===== config.mk =====
export PLATFORM = sky130hd
export DESIGN_NAME = mux_select_sequencer
export DESIGN_NICKNAME = d
export VERILOG_FILES = /design/src/rtl/mux_seq_pkg.sv /design/src/rtl/mux_select_sequencer_shifter.sv /design/src/rtl/mux_select_sequencer.sv
export SDC_FILE = /design/constraint.sdc
export NUM_CORES = 1
export LEC_CHECK = 0
export CORE_ASPECT_RATIO = 0.5
export CORE_MARGIN = 10
export CORE_UTILIZATION = 48
export DETAILED_ROUTE_END_ITERATION = 6
export PLACE_DENSITY_LB_ADDON = 0.12
export SETUP_SLACK_MARGIN = 0.3
export SLEW_MARGIN = 20
export SYNTH_ARGS = -nofsm -noshare
export SYNTH_HDL_FRONTEND = slang
export SYNTH_HIERARCHICAL = 1
export SYNTH_SLANG_ARGS = --single-unit

===== constraint.sdc =====
create_clock -name clk -period 2.15 [get_ports clk]
set_input_delay 0.3225 -clock clk [delete_from_list [all_inputs] [get_ports clk]]
set_output_delay 0.3225 -clock clk [all_outputs]
set_load 0.05 [all_outputs]

===== src/rtl/mux_seq_pkg.sv =====
// Shared types and constants for the mux selector sequencer slice.
// No logic; state encoding, default widths and named selector codes.
package mux_seq_pkg;

  localparam int SEL_W_DEF  = 6;
  localparam int DATA_W_DEF = 4;

  typedef enum logic [1:0] {
    IDLE  = 2'd0,
    SHIFT = 2'd1,
    ARMED = 2'd2
  } seq_state_t;

  localparam logic [SEL_W_DEF-1:0] SEL_ALL_ONES = '1;
  localparam logic [SEL_W_DEF-1:0] SEL_NONE     = '0;

endpackage


===== src/rtl/mux_select_sequencer_shifter.sv =====
// Serial-to-parallel selector assembly: shift register plus bit counter, MSB first.
// code/done are combinational for the current bit so the commit lands on the same edge; no backpressure.
module serial_code_shifter
  import mux_seq_pkg::*;
#(
  parameter int SEL_W = SEL_W_DEF
) (
  input  logic             clk,
  input  logic             rst_n,
  input  logic             shift_en,
  input  logic             clr,
  input  logic             bit_in,
  output logic [SEL_W-1:0] code,
  output logic             done
);

  localparam int CW = $clog2(SEL_W + 1);
  localparam logic [CW-1:0] LAST_BIT = CW'(SEL_W - 1);

  logic [SEL_W-1:0] shreg;
  logic [SEL_W-1:0] shreg_d;
  logic [CW-1:0]    bit_cnt;

  assign shreg_d = shift_en ? {shreg[SEL_W-2:0], bit_in} : shreg;
  // code is the value the register takes on this edge, i.e. the completed code when done is high
  assign code    = shreg_d;
  assign done    = shift_en && (bit_cnt == LAST_BIT);

  always_ff @(posedge clk or negedge rst_n) begin
    if (!rst_n) begin
      shreg   <= '0;
      bit_cnt <= '0;
    end else if (clr) begin
      shreg   <= '0;
      bit_cnt <= '0;
    end else begin
      shreg <= shreg_d;
      if (shift_en) bit_cnt <= done ? '0 : bit_cnt + 1'b1;
    end
  end

endmodule


===== src/rtl/mux_select_sequencer.sv =====
// Builds the mux selector serially and commits it atomically; c_out valid right after the last bit's edge.
// Backpressure: sel_ready drops while a code is held (ARMED); data_in loads independently of the FSM.
module mux_select_sequencer
  import mux_seq_pkg::*;
#(
  parameter int SEL_W       = SEL_W_DEF,
  parameter int DATA_W      = DATA_W_DEF,
  parameter int HOLD_CYCLES = 16,
  parameter int TIMEOUT     = 8
) (
  input  logic              clk,
  input  logic              rst_n,
  input  logic [DATA_W-1:0] data_in,
  input  logic              data_load,
  input  logic              sel_bit,
  input  logic              sel_valid,
  output logic              sel_ready,
  input  logic              sel_clear,
  output logic [DATA_W-1:0] a_out,
  output logic [SEL_W-1:0]  c_out,
  output logic              armed,
  output logic              err_timeout
);

  localparam int IW = $clog2(TIMEOUT + 1);
  localparam int HW = (HOLD_CYCLES > 0) ? $clog2(HOLD_CYCLES + 1) : 1;
  localparam logic [IW-1:0] IDLE_LAST = IW'(TIMEOUT - 1);
  localparam logic [HW-1:0] HOLD_LAST = HW'((HOLD_CYCLES > 0) ? HOLD_CYCLES - 1 : 0);

  seq_state_t       state, state_n;
  logic [SEL_W-1:0] c_n;
  logic             armed_n, err_n;
  logic [IW-1:0]    idle_cnt, idle_n;
  logic [HW-1:0]    hold_cnt, hold_n;
  logic             shift_en, shift_clr, xfer;
  logic [SEL_W-1:0] code;
  logic             done;

  assign sel_ready = (state != ARMED);
  assign xfer      = sel_valid && sel_ready;

  serial_code_shifter #(.SEL_W(SEL_W)) u_shifter (
    .clk      (clk),
    .rst_n    (rst_n),
    .shift_en (shift_en),
    .clr      (shift_clr),
    .bit_in   (sel_bit),
    .code     (code),
    .done     (done)
  );

  always_comb begin
    state_n   = state;
    c_n       = c_out;
    armed_n   = armed;
    err_n     = 1'b0;
    idle_n    = idle_cnt;
    hold_n    = hold_cnt;
    shift_en  = 1'b0;
    shift_clr = 1'b0;
    if (sel_clear) begin
      state_n   = IDLE;
      c_n       = '0;
      armed_n   = 1'b0;
      idle_n    = '0;
      hold_n    = '0;
      shift_clr = 1'b1;
    end else begin
      unique case (state)
        IDLE: begin
          idle_n = '0;
          hold_n = '0;
          if (xfer) begin
            shift_en = 1'b1;
            state_n  = SHIFT;
          end
        end
        SHIFT: begin
          if (xfer) begin
            shift_en = 1'b1;
            idle_n   = '0;
            if (done) begin
              c_n     = code;
              armed_n = 1'b1;
              hold_n  = '0;
              state_n = ARMED;
            end
          end else if (idle_cnt == IDLE_LAST) begin
            // abandon the partial code; c_out keeps whatever was last committed
            shift_clr = 1'b1;
            err_n     = 1'b1;
            idle_n    = '0;
            state_n   = IDLE;
          end else begin
            idle_n = idle_cnt + 1'b1;
          end
        end
        ARMED: begin
          if (HOLD_CYCLES > 0) begin
            if (hold_cnt == HOLD_LAST) begin
              c_n     = '0;
              armed_n = 1'b0;
              hold_n  = '0;
              state_n = IDLE;
            end else begin
              hold_n = hold_cnt + 1'b1;
            end
          end
        end
        default: state_n = IDLE;
      endcase
    end
  end

  always_ff @(posedge clk or negedge rst_n) begin
    if (!rst_n) begin
      state       <= IDLE;
      c_out       <= '0;
      armed       <= 1'b0;
      err_timeout <= 1'b0;
      idle_cnt    <= '0;
      hold_cnt    <= '0;
    end else begin
      state       <= state_n;
      c_out       <= c_n;
      armed       <= armed_n;
      err_timeout <= err_n;
      idle_cnt    <= idle_n;
      hold_cnt    <= hold_n;
    end
  end

  always_ff @(posedge clk or negedge rst_n) begin
    if (!rst_n)         a_out <= '0;
    else if (data_load) a_out <= data_in;
  end

endmodule


==> impl_metrics.env, run 1 <==
export IMPL_synth_cell_types=40
export IMPL_drtPass1Iterations=4
export IMPL_rows=14
export IMPL_drt_first_iter_violations=63
export IMPL_synth_xor_area_share=0
export IMPL_drive_above_1_share=0.185
export IMPL_clock_skew_ps=4.08
export IMPL_maxSlewHeadroom=0.539
export IMPL_crit_chain="clkdlybuf4s50_1"
export IMPL_synth_top_family_by_area="simple AND/OR/NAND/NOR gates"
export IMPL_placed_cells_incl_taps=205
export IMPL_seqPwrFrac=0.507
export IMPL_criticalPathCategory="reg2out"
export IMPL_slowest_stage="clkdlybuf4s50_1"
export IMPL_fin_ws_ps=369
export IMPL_hpwl_um=2350
export IMPL_io_buffer_count=22
export IMPL_grt_pass1_wl_um=5260
export IMPL_synthAdderAreaFrac=0.0316
export IMPL_synth_edf_count=0
export IMPL_drv_cap=0
export IMPL_clkSinkCount=32
export IMPL_min_period_over_period=0.828
export IMPL_p_sw_uw=300
export IMPL_die_w_um=101
export IMPL_crit_path_end_kind="primary output"
export IMPL_ys_warn_count=6
export IMPL_drv_slew=0
export IMPL_cp_data_arrival_time_ps=1460
export IMPL_whs_ps=440
export IMPL_synth_most_common_cell="dfrtp_1"
export IMPL_synth_common_cells="dfrtp_1 (32), a21oi_1 (13), nand2_1 (12), nor2b_1 (9)"
export IMPL_coreArea_um2=3080
export IMPL_htree_levels=2
export IMPL_vias=1199
export IMPL_die_h_um=60.6
export IMPL_rrSetupSlack_ps=460
export IMPL_hold_class="in2async"
export IMPL_crit_required_ps=1830
export IMPL_clk_latency_ps=290
export IMPL_area_growth_pct=25.7
export IMPL_cts_tree="yes"
export IMPL_ir_drop_mv=0.311
export IMPL_fmax_mhz=561
export IMPL_rsz0062_at_grt="no"
export IMPL_post_cts_buffers=0
export IMPL_dieArea_um2=6140
export IMPL_syn_avg_cell_area_um2=11.0
export IMPL_final_area_um2=1990
export IMPL_p_per_area_nw_per_um2=618
export IMPL_p_clk_frac=0.387
export IMPL_root_buffer="clkbuf_8"
export IMPL_totalWireLength_um=3300
export IMPL_power_leakage_nw=0.866
export IMPL_ys_seq_elements=32
export IMPL_drc=0
export IMPL_critPathBufInv=1
export IMPL_worst_pin_slew_ps=687
export IMPL_nets=186
export IMPL_syn_nets=158
export IMPL_post_drt_wl_per_cell_um=15.5
export IMPL_combPwrFrac=0.105
export IMPL_avgViaCountPerCell=5.63
export IMPL_synthMuxAreaShare=0.0869
export IMPL_gp_congestion=0.853
export IMPL_swShare=0.243
export IMPL_start_kind="register"
export IMPL_status="finished, final reports clean"
export IMPL_initial_core_util=0.514
export IMPL_synth_seq_area_share=0.506
export IMPL_fin_tns_setup_ps=0
export IMPL_synth_top_cell_area_share=0.506
export IMPL_dp_slack_ps=-19.9
export IMPL_track_usage=0.111
export IMPL_drtAntennaViolNets=0
export IMPL_ys_top_cells_by_area="dfrtp_1 (51%), mux2_2 (4.3%), a21oi_1 (4.1%), mux2_4 (3.8%), nor2b_1 (3.6%)"
export IMPL_netlist_area_um2=1580
export IMPL_yosys_area_share_simple=0.209
export IMPL_grt_pass1_vias=1073
export IMPL_setup_viol=0
export IMPL_internal_power_uw=931
export IMPL_hold_buffers=0
export IMPL_synth_cells=144
export IMPL_min_period_ps=1780
export IMPL_ys_flop_type="dfrtp_1"
export IMPL_hold_viol=0
export IMPL_grt_max_degree=33
export IMPL_synth_top_area_cell="dfrtp_1"
export IMPL_path_delay_family="buffers and inverters"
export IMPL_diodes=0
export IMPL_synth_compound_area_frac=0.126
export IMPL_clk_path_buf_depth=2
export IMPL_crit_fanout=2
export IMPL_cts_inserted_buffers=5
export IMPL_instances_no_fill=213
export IMPL_critPathMaxStageDelay_ps=810
export IMPL_grt_ovfl_total=0
export IMPL_path_clk_slew_ps=60
export IMPL_synth_async_sr_flop_share=1.00
export IMPL_dpl_instance_area_um2=1890
export IMPL_antenna_found_initial=0
export IMPL_num_io_pins=23
-- routing by layer --
metal	wire (µm)	up-vias	GRT usage
met1	1610	583	0.142
met3	275	7	0.0544
met2	1370	29	0.153
met5	0	-	0
met4	48	0	0.0533
li1	-	580	-
-- state kept, by name, indices dropped and copies added, names as in the netlist --
signal and count:
a_out 4, armed 1, c_out 6, err_timeout 1, hold_cnt 5, idle_cnt 4
state 2, u_shifter/bit_cnt 3, u_shifter/shreg 6
-- what timing repair did --
item / CTS / global route
pin swaps: 0 / 0
resized for setup: 1 / 1
endpoints found under the setup margin: 9 / 1
-- path summary, 6_finish.rpt --
kind / from / to / depth (start not counted)
max: c_out[5] / c_out[5] / 1
min: rst_n / a_out[2] / 2
max reg2reg: state[1] / hold_cnt[2] / 5
min reg2reg: a_out[1] / a_out[1] / 1
max in group asynchronous: rst_n / u_shifter/bit_cnt[0] / 2
min in group clk: a_out[1] / a_out[1] / 1
-- layout by cell type, fill, tap and decap left out, drive strengths merged, types with 3 or more instances in the layout --
cell            n
nor2b           9
ha              4
nand2          12
o21ai           3
nor3b           3
o211ai          6
mux2           10
clkbuf          8
a21oi          13
clkdlybuf4s50  21
buf             9
nand2b          4
nand3           6
inv             3
dfrtp          32
nand3b          4
-- cell type report --
type	count	area, µm²
timing repair buffer	30	290
multi-input combinational	100	748
fill	242	1090
clock buffer	8	90.1
sequential	32	801
inverter	3	11.3
tap	40	50.0
-- cells by family (layout without fill, tap and decap cells) --
logic type,after synthesis,after routing
AND/OR/NAND/NOR,54,54
flip-flops,32,32
AO/OA/AOI/OAI,31,31
buffers and inverters,12,41
multiplexers,11,11
adder cells (fa/ha/maj),4,4
-- stage by stage --
| stage | total power [mW] | util |
|---|---|---|
| final | 1.23 | 0.646 |
| after global routing | 1.29 | 0.646 |
| after CTS | 1.25 | 0.645 |
| after detailed placement | 0.767 | 0.614 |
| after global placement | 0.765 | 0.614 |
| after floorplan | 0.711 | - |
-- power by group through the flow --
stage / Sequential, mW / Clock (mW) / Combinational, mW
2_1_floorplan: 0.659 / 0 / 0.0517
3_3_place_gp: 0.635 / 0 / 0.129
3_5_place_dp: 0.636 / 0 / 0.131
4_1_cts: 0.625 / 0.491 / 0.132
5_1_grt: 0.626 / 0.526 / 0.140
6_report: 0.625 / 0.477 / 0.130
Power figures use the tool's default switching activity.
==> run 2: changes to the inputs <==
==> constraint.sdc (replaced) <==
create_clock -name clk -period 1.5 [get_ports clk]
set_input_delay 0.225 -clock clk [delete_from_list [all_inputs] [get_ports clk]]
set_output_delay 0.225 -clock clk [all_outputs]
set_load 0.05 [all_outputs]
==> run 2 against run 1 <==
- the flow now finishes with violations (negative setup slack)
- critical path depth rose by 4
- global-route usage rose by 1.9 points
- via count is 6.4% higher
- routed wire length grew 20%
- clock-buffer cell count fell by 2
- clock skew grew 1.6 ps
- flip-flop and latch count is the same
- final area up 16%
- clock power rose by 46%
- total power up 48%
- critical endpoint is now hold_cnt[2]
- highest routed layer unchanged
==> impl_metrics.env, run 2 (synthesis gave the netlist of run 1 again) <==
export IMPL_grt_ovfl_total=0
export IMPL_clk_latency_ps=290
export IMPL_whs_ps=302
export IMPL_drtAntennaViolNets=0
export IMPL_fmax_mhz=633
export IMPL_post_drt_wl_per_cell_um=17.4
export IMPL_rows=14
export IMPL_crit_path_end_kind="register"
export IMPL_slowest_stage="dfrtp_1"
export IMPL_clk_path_buf_depth=2
export IMPL_htree_levels=2
export IMPL_crit_start="state[1]"
export IMPL_criticalPathCategory="reg2reg"
export IMPL_hold_viol=0
export IMPL_totalWireLength_um=3980
export IMPL_largestRegisters="c_out x6, u_shifter/shreg x6, hold_cnt x5"
export IMPL_fin_ws_ps=-80.2
export IMPL_min_period_ps=1580
export IMPL_power_leakage_nw=1.01
export IMPL_drv_slew=0
export IMPL_min_period_over_period=1.05
export IMPL_antenna_found_initial=0
export IMPL_critPathBufInv=0
export IMPL_drive_above_1_share=0.484
export IMPL_nets=201
export IMPL_cts_tree="yes"
export IMPL_rsz0062_at_grt="yes"
export IMPL_coreArea_um2=3080
export IMPL_dieArea_um2=6140
export IMPL_drtPass1Iterations=4
export IMPL_clkSinkCount=32
export IMPL_hpwl_um=2560
export IMPL_vias=1276
export IMPL_p_per_area_nw_per_um2=793
export IMPL_path_clk_slew_ps=70
export IMPL_ir_drop_mv=0.624
export IMPL_start_kind="register"
export IMPL_area_growth_pct=45.5
export IMPL_crit_fanout=4
export IMPL_path_common_cell="and3_4"
export IMPL_die_h_um=60.6
export IMPL_grt_pass1_vias=1279
export IMPL_worst_pin_slew_ps=315
export IMPL_initial_core_util=0.514
export IMPL_critPathMaxStageDelay_ps=420
export IMPL_diodes=0
export IMPL_clock_skew_ps=5.73
export IMPL_avgViaCountPerCell=5.60
export IMPL_num_io_pins=23
export IMPL_maxSlewHeadroom=0.788
export IMPL_hold_class="in2async"
export IMPL_drc=0
export IMPL_final_common_cell="dfrtp_1"
export IMPL_root_buffer="clkbuf_8"
export IMPL_cp_data_arrival_time_ps=1750
export IMPL_drv_cap=0
export IMPL_fin_tns_setup_ps=-144
export IMPL_track_usage=0.130
export IMPL_status="complete, but fails checks"
export IMPL_grt_max_degree=33
export IMPL_gp_congestion=0.723
export IMPL_cts_inserted_buffers=5
export IMPL_layout_common_cells="dfrtp_1 (31), buf_4 (28), nand2_1 (7), clkdlybuf4s50_1 (7)"
export IMPL_setup_viol=6
export IMPL_die_w_um=101
export IMPL_drt_first_iter_violations=89
export IMPL_violations="negative setup slack"
export IMPL_io_buffer_count=22
export IMPL_grt_pass1_wl_um=6290
export IMPL_crit_required_ps=1670
export IMPL_crit_chain="nor3b_4, and3_4, nand3b_1, and3_4, a221o_1"
export IMPL_path_delay_family="simple AND/OR/NAND/NOR gates"
export IMPL_reg2reg_from="state[1]"
[run 2: worst register-to-register path, cell delays in order, from the launching register on]
cell and delay (ps):
dfrtp_1 420, nor3b_4 220, and3_4 230, nand3b_1 110
and3_4 180, a221o_1 310
[run 2: metal layers]
layer | track usage | vias up | share of wire
li1 | - | 606 | -
met1 | 0.162 | 639 | 0.45
met2 | 0.202 | 21 | 0.48
met3 | 0.0510 | 10 | 0.053
met4 | 0.0493 | 0 | 0.015
met5 | 0 | - | 0
[run 2: path summary, 6_finish.rpt]
path	slack (ps)	depth (start not counted)	to
worst max-delay path	-80	5	hold_cnt[2]
worst min-delay path	300	2	err_timeout
worst max register to register	-80	5	hold_cnt[2]
worst min register to register	510	1	a_out[3]
max in group asynchronous	1020	2	idle_cnt[2]
min in group clk	510	1	a_out[3]
[run 2: layout make-up]
| class | instances | area, µm² |
|---|---|---|
| multi-input cells | 100 | 922 |
| flip-flops and latches | 32 | 802 |
| fillers | 223 | 778 |
| repair buffers | 45 | 427 |
| clock buffers | 6 | 82.6 |
| well taps | 40 | 50.0 |
| inverters | 3 | 11.3 |
| clock inverters | 2 | 10.0 |
[run 2: through the flow]
step / std cells / cell area, µm² / power [mW] / setup slack [ps] / util
after detailed placement: 212 / 1940 / 1.11 / -358 / 0.630
after CTS: 225 / 2130 / 1.83 / -37.1 / 0.692
after global routing: 228 / 2300 / 1.90 / -150 / 0.748
after floorplan: 144 / 1620 / 1.02 / -337 / -
after global placement: 212 / 1940 / 1.11 / -315 / 0.630
final: 228 / 2300 / 1.83 / -80.2 / 0.748
[run 2: timing repair]
item                                   CTS  global route
endpoints found under the hold margin    0             0
gates resized for setup                 18            30
setup endpoints to repair               29            29
setup buffers                            5             3
hold buffers                             0             0
pin swaps                                8            13
[run 2: power by group]
group	internal, mW	total [mW]	switching [mW]
Sequential	0.881	0.896	0.0154
Combinational	0.105	0.233	0.128
Clock	0.366	0.698	0.332
